## src/rtl/stage_dispatch_if.sv

```systemverilog
// Command bus into the stage dispatcher: one command word of stage code and operands.
// Latency: none (wires only).
// Backpressure: producer holds cmd_valid and its fields until it sees cmd_ready on an edge.
interface stage_dispatch_if #(
  parameter int RSA_DW  = 32,
  parameter int RSA_AW  = 17,
  parameter int ROW_LEN = 10
);
  logic               cmd_valid;
  logic               cmd_ready;
  logic [2:0]         cmd_stage;
  logic [ROW_LEN-1:0] cmd_lk;
  logic [RSA_DW-1:0]  cmd_vlr;
  logic [RSA_AW-1:0]  cmd_alpha;
  logic [RSA_DW-1:0]  cmd_rk;
  logic [RSA_AW-1:0]  cmd_phi;

  modport master (
    output cmd_valid, cmd_stage, cmd_lk, cmd_vlr, cmd_alpha, cmd_rk, cmd_phi,
    input  cmd_ready
  );

  modport slave (
    input  cmd_valid, cmd_stage, cmd_lk, cmd_vlr, cmd_alpha, cmd_rk, cmd_phi,
    output cmd_ready
  );
endinterface

```

## src/rtl/stage_dispatch.sv

```systemverilog
// stage_dispatch: queues SLAM stage commands (4-deep FIFO) and issues them one at a time to the core.
// Latency: stage_val first nonzero in the 3rd cycle after acceptance (empty FIFO, idle), held 2 cycles.
// Backpressure: cmd_ready low while 4 entries are queued; WAIT timeout built only with STAGE_TIMEOUT_EN.

// Small generic FIFO; write and read are ignored when full / empty respectively.
module stage_dispatch_fifo #(
  parameter int W     = 8,
  parameter int DEPTH = 4
) (
  input  logic         clk,
  input  logic         sys_rst,
  input  logic         push,
  input  logic [W-1:0] push_dat,
  input  logic         pop,
  output logic [W-1:0] pop_dat,
  output logic         full,
  output logic         empty
);
  localparam int PW = (DEPTH > 1) ? $clog2(DEPTH) : 1;

  logic [W-1:0]  mem [DEPTH];
  logic [PW-1:0] wr_ptr;
  logic [PW-1:0] rd_ptr;
  logic [PW:0]   cnt;
  logic          wr_en;
  logic          rd_en;

  assign full    = (cnt == (PW+1)'(DEPTH));
  assign empty   = (cnt == '0);
  assign wr_en   = push & ~full;
  assign rd_en   = pop & ~empty;
  assign pop_dat = mem[rd_ptr];

  // Pointer/occupancy update; storage itself needs no reset.
  always_ff @(posedge clk) begin
    if (sys_rst) begin
      wr_ptr <= '0;
      rd_ptr <= '0;
      cnt    <= '0;
    end else begin
      if (wr_en) begin
        mem[wr_ptr] <= push_dat;
        wr_ptr      <= wr_ptr + 1'b1;
      end
      if (rd_en) begin
        rd_ptr <= rd_ptr + 1'b1;
      end
      case ({wr_en, rd_en})
        2'b10:   cnt <= cnt + 1'b1;
        2'b01:   cnt <= cnt - 1'b1;
        default: cnt <= cnt;
      endcase
    end
  end
endmodule

module stage_dispatch #(
  parameter int RSA_DW  = 32,
  parameter int RSA_AW  = 17,
  parameter int ROW_LEN = 10,
  parameter int LM_MAX  = 1023,
  parameter int TO_CYC  = 4095
) (
  input  logic               clk,
  input  logic               sys_rst,
  stage_dispatch_if.slave    cmd,
  output logic [2:0]         stage_val,
  input  logic [2:0]         stage_rdy,
  output logic [ROW_LEN-1:0] l_k,
  output logic [RSA_DW-1:0]  vlr,
  output logic [RSA_AW-1:0]  alpha,
  output logic [RSA_DW-1:0]  rk,
  output logic [RSA_AW-1:0]  phi,
  output logic [ROW_LEN-1:0] landmark_num,
  output logic               busy,
  output logic               done_pulse,
  output logic [2:0]         done_stage,
  output logic               err_illegal,
  output logic               err_timeout
);
  localparam logic [2:0]         CODE_NEW   = 3'd2;
  localparam logic [2:0]         CODE_ASSOC = 3'd4;
  localparam logic [ROW_LEN-1:0] LM_CEIL    = ROW_LEN'(LM_MAX);

  typedef struct packed {
    logic [2:0]         stage;
    logic [ROW_LEN-1:0] lk;
    logic [RSA_DW-1:0]  vlr;
    logic [RSA_AW-1:0]  alpha;
    logic [RSA_DW-1:0]  rk;
    logic [RSA_AW-1:0]  phi;
  } cmd_t;

  typedef enum logic [1:0] {S_IDLE, S_LOAD, S_ISSUE, S_WAIT} state_t;

  state_t state;
  state_t state_nxt;
  cmd_t   push_dat;
  cmd_t   head;
  cmd_t   pend;
  logic   push;
  logic   full;
  logic   empty;
  logic   pop;
  logic   load;
  logic   illegal;
  logic   match;
  logic   issue_cnt;
  logic   bad_cmd;

  assign push_dat.stage = cmd.cmd_stage;
  assign push_dat.lk    = cmd.cmd_lk;
  assign push_dat.vlr   = cmd.cmd_vlr;
  assign push_dat.alpha = cmd.cmd_alpha;
  assign push_dat.rk    = cmd.cmd_rk;
  assign push_dat.phi   = cmd.cmd_phi;

  // Ready depends only on occupancy, so a same-cycle pop never opens a slot early.
  assign cmd.cmd_ready = ~full;
  assign push          = cmd.cmd_valid & ~full;

  stage_dispatch_fifo #(
    .W     ($bits(cmd_t)),
    .DEPTH (4)
  ) u_fifo (
    .clk      (clk),
    .sys_rst  (sys_rst),
    .push     (push),
    .push_dat (push_dat),
    .pop      (pop),
    .pop_dat  (head),
    .full     (full),
    .empty    (empty)
  );

  // Code 0 and 5-7 never reach the core; neither does NEW once the landmark table is full.
  assign bad_cmd = (pend.stage == 3'd0) || (pend.stage > CODE_ASSOC) ||
                   ((pend.stage == CODE_NEW) && (landmark_num == LM_CEIL));

  assign busy      = (state != S_IDLE);
  assign stage_val = (state == S_ISSUE) ? pend.stage : 3'd0;

`ifdef STAGE_TIMEOUT_EN
  localparam int            TOW       = (TO_CYC > 1) ? $clog2(TO_CYC) : 1;
  localparam logic [TOW-1:0] WAIT_LAST = TOW'(TO_CYC - 1);
  logic [TOW-1:0] wait_cnt;
  logic           to_hit;
`endif

  // State register.
  always_ff @(posedge clk) begin
    if (sys_rst) begin
      state <= S_IDLE;
    end else begin
      state <= state_nxt;
    end
  end

  // Next-state and per-state control strobes.
  always_comb begin
    state_nxt = state;
    pop       = 1'b0;
    load      = 1'b0;
    illegal   = 1'b0;
    match     = 1'b0;
`ifdef STAGE_TIMEOUT_EN
    to_hit    = 1'b0;
`endif
    case (state)
      S_IDLE: begin
        if (!empty) begin
          pop       = 1'b1;
          state_nxt = S_LOAD;
        end
      end
      S_LOAD: begin
        load = 1'b1;
        if (bad_cmd) begin
          illegal   = 1'b1;
          state_nxt = S_IDLE;
        end else begin
          state_nxt = S_ISSUE;
        end
      end
      S_ISSUE: begin
        if (issue_cnt) begin
          state_nxt = S_WAIT;
        end
      end
      S_WAIT: begin
        if (stage_rdy == pend.stage) begin
          match     = 1'b1;
          state_nxt = S_IDLE;
        end
`ifdef STAGE_TIMEOUT_EN
        else if (wait_cnt == WAIT_LAST) begin
          to_hit    = 1'b1;
          state_nxt = S_IDLE;
        end
`endif
      end
      default: state_nxt = S_IDLE;
    endcase
  end

  // Command capture, operand outputs, completion reporting and landmark count.
  always_ff @(posedge clk) begin
    if (sys_rst) begin
      pend         <= '0;
      l_k          <= '0;
      vlr          <= '0;
      alpha        <= '0;
      rk           <= '0;
      phi          <= '0;
      landmark_num <= '0;
      done_pulse   <= 1'b0;
      done_stage   <= 3'd0;
      err_illegal  <= 1'b0;
      issue_cnt    <= 1'b0;
    end else begin
      done_pulse  <= match;
      err_illegal <= illegal;
      issue_cnt   <= (state == S_ISSUE) && !issue_cnt;
      if (pop) begin
        pend <= head;
      end
      if (load) begin
        l_k   <= pend.lk;
        vlr   <= pend.vlr;
        alpha <= pend.alpha;
        rk    <= pend.rk;
        phi   <= pend.phi;
      end
      if (match) begin
        done_stage <= pend.stage;
        if ((pend.stage == CODE_NEW) && (landmark_num != LM_CEIL)) begin
          landmark_num <= landmark_num + 1'b1;
        end
      end
    end
  end

`ifdef STAGE_TIMEOUT_EN
  // WAIT cycle counter; restarts on every WAIT entry and gives up after TO_CYC cycles.
  always_ff @(posedge clk) begin
    if (sys_rst) begin
      wait_cnt    <= '0;
      err_timeout <= 1'b0;
    end else begin
      err_timeout <= to_hit;
      wait_cnt    <= ((state == S_WAIT) && !match && !to_hit) ? wait_cnt + 1'b1 : '0;
    end
  end
`else
  // Without the timeout, WAIT is left only by a matching completion code.
  assign err_timeout = 1'b0;
  // TO_CYC only sizes the counter in the timeout build; this empty block keeps it referenced.
  if (TO_CYC < 1) begin : g_to_cyc_ref
  end
`endif
endmodule

```

## src/flat_wrapper.sv

```systemverilog
// flat-port wrapper written by rule: the top's interface ports become plain ports
module stage_dispatch_flat 
#(
  parameter int RSA_DW  = 32,
  parameter int RSA_AW  = 17,
  parameter int ROW_LEN = 10,
  parameter int LM_MAX  = 1023,
  parameter int TO_CYC  = 4095
)
  (clk, sys_rst, stage_val, stage_rdy, l_k, vlr, alpha, rk, phi, landmark_num, busy, done_pulse, done_stage, err_illegal, err_timeout, cmd_cmd_valid, cmd_cmd_stage, cmd_cmd_lk, cmd_cmd_vlr, cmd_cmd_alpha, cmd_cmd_rk, cmd_cmd_phi, cmd_cmd_ready);
  stage_dispatch_if #(.RSA_DW(RSA_DW), .RSA_AW(RSA_AW), .ROW_LEN(ROW_LEN)) cmd_i ();
  input  logic clk;
  input  logic sys_rst;
  output logic [2:0] stage_val;
  input  logic [2:0] stage_rdy;
  output logic [ROW_LEN-1:0] l_k;
  output logic [RSA_DW-1:0] vlr;
  output logic [RSA_AW-1:0] alpha;
  output logic [RSA_DW-1:0] rk;
  output logic [RSA_AW-1:0] phi;
  output logic [ROW_LEN-1:0] landmark_num;
  output logic busy;
  output logic done_pulse;
  output logic [2:0] done_stage;
  output logic err_illegal;
  output logic err_timeout;
  input wire logic [$bits(cmd_i.cmd_valid)-1:0] cmd_cmd_valid;
  input wire logic [$bits(cmd_i.cmd_stage)-1:0] cmd_cmd_stage;
  input wire logic [$bits(cmd_i.cmd_lk)-1:0] cmd_cmd_lk;
  input wire logic [$bits(cmd_i.cmd_vlr)-1:0] cmd_cmd_vlr;
  input wire logic [$bits(cmd_i.cmd_alpha)-1:0] cmd_cmd_alpha;
  input wire logic [$bits(cmd_i.cmd_rk)-1:0] cmd_cmd_rk;
  input wire logic [$bits(cmd_i.cmd_phi)-1:0] cmd_cmd_phi;
  output wire logic [$bits(cmd_i.cmd_ready)-1:0] cmd_cmd_ready;
  assign cmd_i.cmd_valid = cmd_cmd_valid;
  assign cmd_i.cmd_stage = cmd_cmd_stage;
  assign cmd_i.cmd_lk = cmd_cmd_lk;
  assign cmd_i.cmd_vlr = cmd_cmd_vlr;
  assign cmd_i.cmd_alpha = cmd_cmd_alpha;
  assign cmd_i.cmd_rk = cmd_cmd_rk;
  assign cmd_i.cmd_phi = cmd_cmd_phi;
  assign cmd_cmd_ready = cmd_i.cmd_ready;
  stage_dispatch #(.RSA_DW(RSA_DW), .RSA_AW(RSA_AW), .ROW_LEN(ROW_LEN), .LM_MAX(LM_MAX), .TO_CYC(TO_CYC)) u_core (.clk(clk), .sys_rst(sys_rst), .cmd(cmd_i), .stage_val(stage_val), .stage_rdy(stage_rdy), .l_k(l_k), .vlr(vlr), .alpha(alpha), .rk(rk), .phi(phi), .landmark_num(landmark_num), .busy(busy), .done_pulse(done_pulse), .done_stage(done_stage), .err_illegal(err_illegal), .err_timeout(err_timeout));
endmodule
```

## config.mk

```make
export PLATFORM = sky130hd
export DESIGN_NAME = stage_dispatch_flat
export DESIGN_NICKNAME = d
export VERILOG_FILES = /design/src/rtl/stage_dispatch_if.sv /design/src/rtl/stage_dispatch.sv /design/src/flat_wrapper.sv
export SDC_FILE = /design/constraint.sdc
export NUM_CORES = 1
export LEC_CHECK = 0
export ABC_AREA = 1
export CORE_UTILIZATION = 61
export CTS_CLUSTER_DIAMETER = 150
export DETAILED_ROUTE_END_ITERATION = 8
export PLACE_DENSITY = 0.84
export SYNTH_ARGS = -nofsm -noshare
export SYNTH_HDL_FRONTEND = slang
export SYNTH_SLANG_ARGS = --single-unit
```

## constraint.sdc

```tcl
create_clock -name clk -period 11 [get_ports clk]
set_input_delay 2.2 -clock clk [delete_from_list [all_inputs] [get_ports clk]]
set_output_delay 2.2 -clock clk [all_outputs]
set_load 0.03 [all_outputs]
```

== Word level (Yosys, flattened, before mapping) ==
Memories as Yosys holds them, arrays and structs flattened. A register that Yosys moved wholly into a read port is not among the register bits.
Cells that the tools add are included.
Operators by class
  $add $sub $neg: 5
  order comparisons: 1
  equality and inequality tests: 13
  multiplexer cells: 16
  bitwise gates (word level): 6
  reduce and logical (&&, ||, !) cells: 14
Operators with widths (count)
  $add A10 B1 Y10 const B: 1
  $eq A10 B10 Y1 const B: 1
  $ne A10 B10 Y1 const B: 1
  $mux W1: 9
  $mux W2: 4
  $pmux W2 S4: 1
  $eq A2 B2 Y1 const B: 3
  $logic_not A3 Y1: 2
  $pmux W3 S2: 1
  $add A2 B1 Y2 const B: 2
  $eq A2 B1 Y1 const B: 2
  $ne A2 B1 Y1 const B: 2
  $reduce_bool A2 Y1: 2
  $add A3 B1 Y3 const B: 1
  $and A1 B1 Y1: 3
  $eq A3 B2 Y1 const B: 1
  $eq A3 B3 Y1: 1
  $eq A3 B3 Y1 const B: 1
  $gt A3 B3 Y1 const B: 1
  $logic_and A1 B1 Y1: 3
  $mux W3: 1
  $not A1 Y1: 3
  $reduce_and A3 Y1: 1
  $sub A3 B1 Y3 const B: 1
  other kinds (6): 7
Word-level totals
  register bits: 133
  RAM bits: 444
  bits of input ports: 117
  output and inout port bits: 129
  word-level logic and storage cells: 70
  memories: 1
Memories
  u_core.u_fifo.mem: depth 4, width 111, rd ports 1, clocked after Yosys merged registers in 1, wr ports 1, line stage_dispatch.sv:21  | logic [W-1:0] mem [DEPTH];

== Logic depth before layout (Yosys ltp) ==
  depth in word-level cells: 7
  depth in mapped cells: 12
  mapped depth without buffers: 10

== Modules after synthesis ==
Synthesis repeated with hierarchy kept, for this count alone.
Unflattened totals
  cell total of the unflattened synthesis: 2240
  area, all modules: 25468.2 µm²
Modules (own cells, without submodules)
  stage_dispatch_fifo: instances 1, cells each 1148, area an instance 16970.0 µm², sequential area each 13513.0 µm²
  stage_dispatch: instances 1, cells each 1092, area an instance 8498.2 µm², sequential area each 4744.6 µm²

== Worst setup path before layout ==
Ideal clock, no wire load.
  path kind: input to register
  start point: in sys_rst
  end point: mem u_core.u_fifo.mem[0][0] (netlist bit) (enable)
  setup time: 583 ps
  arrival: 7278 ps
  data required time: 10417 ps
  path slack: 3139 ps
  stages: 4
  buffers on the path: 1
  path through: inv_1 buf_2 nand3_1 nor2_1
Between the ends
  word-level cells in the longest chain between the ends: 2
RTL lines
  from (decl): line flat_wrapper.sv:13  | input logic sys_rst;
  $mux W1: line stage_dispatch.sv:36  | if (sys_rst) begin
  $mux W1 (implied by the code): line stage_dispatch.sv:42  | mem[wr_ptr] <= push_dat;
  to (decl): line stage_dispatch.sv:21
Every way passes these cells.

== Worst setup path after layout ==
  start point: in sys_rst
  end point: mem u_core.u_fifo.mem[1][35] (netlist bit) (enable)
The elaborated chain is that of the path after synthesis.

==> results.py <==
metrics = {
    "cts": {
        "cts.repair.resized": 0,
        "holdBufCountCts": 0,
        "cts_buffers": 66,
        "cts_tree": "done",
        "clk_pin_slew_ns": 0.06,
        "clk_latency_ns": 0.60,
        "cts_sinks": 688,
        "cts_buffer_depth": 3,
        "postCtsSetupBuffers": 0,
        "htree_levels": 3,
        "root_buffer": "clkbuf_16",
    },
    "global_routing": {
        "grt_pass1_vias": 17360,
        "grt_usage_pct": 28.80,
        "grt_max_degree": 140,
        "grt_pass1_wl_mm": 92.55,
        "antenna_found_initial": 11,
        "gr-total-overflow": 0,
    },
    "route": {
        "viasPerCell": 5.922,
        "drc": 0,
        "wl_mm": 60.82,
        "dr.pass1.iters": 5,
        "drt_iter0_markers": 1934,
        "num_vias": 17640,
        "drtAntennaViolNets": 0,
        "routedWlPerCell_um": 20.42,
    },
    "power": {
        "ir_worst_vdd_v": 0.0002385,
        "leakagePower_nw": 10.58,
        "p_total_mw": 7.747,
        "power.density_nw_per_um2": 259.5,
    },
    "logic_synthesis": {
        "ys_async_sr_fraction_pct": 0,
        "ys_ff_latch": 688,
        "synth_nets": 2335,
        "syn_inst": 2211,
        "ys.flop_type": "edfxtp_1",
        "syn_area_sq_um": 25080,
        "synth-seq-area-share_pct": 72.63,
        "avgSynthCellArea_sq_um": 11.35,
        "yosysWarnings": 0,
        "synth_edf_count": 444,
        "synth.distinct_cells": 31,
    },
    "critical_path": {
        "crit_path_max_fanout": 139,
        "crit_type": "input pin to flip-flop",
        "worstSetupStartpointType": "input pin",
        "arrival_ns": 6.40,
        "critPathRequiredTime_ns": 11.21,
        "cp-end-kind": "flip-flop",
    },
    "layout": {
        "final_cell_mix": "677 x nor2_1, 444 x edfxtp_1, 408 x o21ai_0, 244 x clkdlybuf4s50_1, 242 x dfxtp_1",
        "final_common_cell": "nor2_1",
        "drive_above_1_share_pct": 5.151,
        "nets": 2517,
        "fillers": 2483,
        "synthToLayoutAreaGrowth_pct": 19.00,
    },
    "placement": {
        "port_buffers": 244,
        "place_congestion": 0.8312,
        "dp_hpwl_mm": 32.11,
    },
    "timing": {
        "fin_skew_ns": 0.02315,
        "max_freq_mhz": 161.6,
        "min_period_over_period_pct": 56.26,
        "period_minus_slack_ns": 6.189,
        "setup_tns_ns": 0,
        "setup_viol": 0,
        "slew_violations": 0,
        "slew_headroom_pct": 25.87,
        "report.final.hold_viol_count": 0,
        "worst_pin_slew_ns": 1.112,
        "rsz0062_at_grt": "no",
    },
    "floorplan": {
        "die_area_sq_um": 41940,
        "initial_core_util_pct": 62.42,
        "ios": 246,
        "core_sq_um": 40190,
        "num_rows": 73,
        "die_w_um": 204.8,
        "die_y_um": 204.8,
    },
    "run": {
        "maxCapViolCount": 0,
    },
    "min_path": {
        "hp-class": "flip-flop to flip-flop",
    },
    "status": {
        "status": "finished, final reports clean",
    },
}
[worst max-delay path, cell delays in order]
cell,delay [ns]
clkdlybuf4s50_1,0.74
inv_6,0.82
nand3_1,0.50
nor2_4,0.57
buf_4,0.75
buf_4,0.74
[cell families after synthesis]
kind of cell               share of synthesized area (%)
DFF                                                72.63
xor gates and xnor gates                          0.2793
buffers and inverters                              3.108
adders and majority gates                         0.3791
AOI/OAI and AO/OA                                  12.32
and+or+nand+nor                                    11.27
other                                            0.01495
[Yosys cell counts, types with 11 or more instances]
cell,instances,share of area [%]
buf_1,11,0.16
buf_2,46,0.92
clkbuf_1,75,1.1
inv_1,23,0.34
dfxtp_1,244,19
edfxtp_1,444,53
nand2_1,44,0.66
o21ai_1,45,0.90
a21oi_1,20,0.40
o21ai_0,408,8.1
a31oi_1,111,2.8
nor2_1,682,10
[registers in the layout (all words and copies together) (netlist names), named ones only]
register	count
u_core.u_fifo.wr_ptr	2
u_core.alpha	17
u_core.done_stage	3
u_core.state	1
u_core.pend	111
u_core.vlr	32
u_core.u_fifo.mem	444
u_core.phi	17
u_core.l_k	10
u_core.issue_cnt	1
u_core.landmark_num	10
u_core.err_illegal	1
u_core.u_fifo.rd_ptr	2
u_core.rk	32
u_core.u_fifo.cnt	3
u_core.done_pulse	1
[layer usage]
metal	vias up	global-route usage, %	share of wire (%)
met4	8	12.93	2.8
met3	133	5.632	8.1
li1	8108	-	-
met1	8544	35.83	38
met5	-	0	0.087
met2	848	48.78	51
[per-stage QoR]
stage	hold WS, ns	util (%)	instances	setup slack (ns)	cell area (sq um)
floorplan	0.4495	-	2211	3.139	25080
global placement	0.4608	68.94	2850	4.346	27710
detailed placement	0.4638	68.94	2850	4.220	27710
CTS	0.4751	74.22	2971	4.816	29830
global route	0.5022	74.26	2977	4.581	29840
finish	0.4722	74.27	2979	4.811	29850
[where the power goes]
| part | leakage (nW) | switching, mW | total, mW | internal, mW |
|---|---|---|---|---|
| Combinational | 3.50 | 1.47 | 2.14 | 0.668 |
| Sequential | 6.04 | 0.239 | 3.39 | 3.15 |
| Clock | 1.04 | 0.928 | 2.22 | 1.29 |
[final cells by class]
type | count | area (sq um) | area share, %
multi-input cells | 1346 | 6125 | 20.52
clock inverters | 19 | 147.6 | 0.4946
flip-flops and latches | 688 | 18230 | 61.06
well taps | 525 | 656.9 | 2.201
clock buffers | 102 | 1974 | 6.614
diodes | 8 | 20.02 | 0.06707
inverters | 29 | 123.9 | 0.4150
repair buffers | 262 | 2577 | 8.635
[worst paths after layout]
check        depth (start not counted)  slack [ns]                        to            startpoint
max                                  6        4.81  u_core.u_fifo.mem[1][35]               sys_rst
min                                  2        0.47          u_core.issue_cnt      u_core.issue_cnt
max reg2reg                          6        7.26           u_core.pend[58]  u_core.u_fifo.cnt[1]
min reg2reg                          2        0.47          u_core.issue_cnt      u_core.issue_cnt
(Power assumes the default switching activity.)
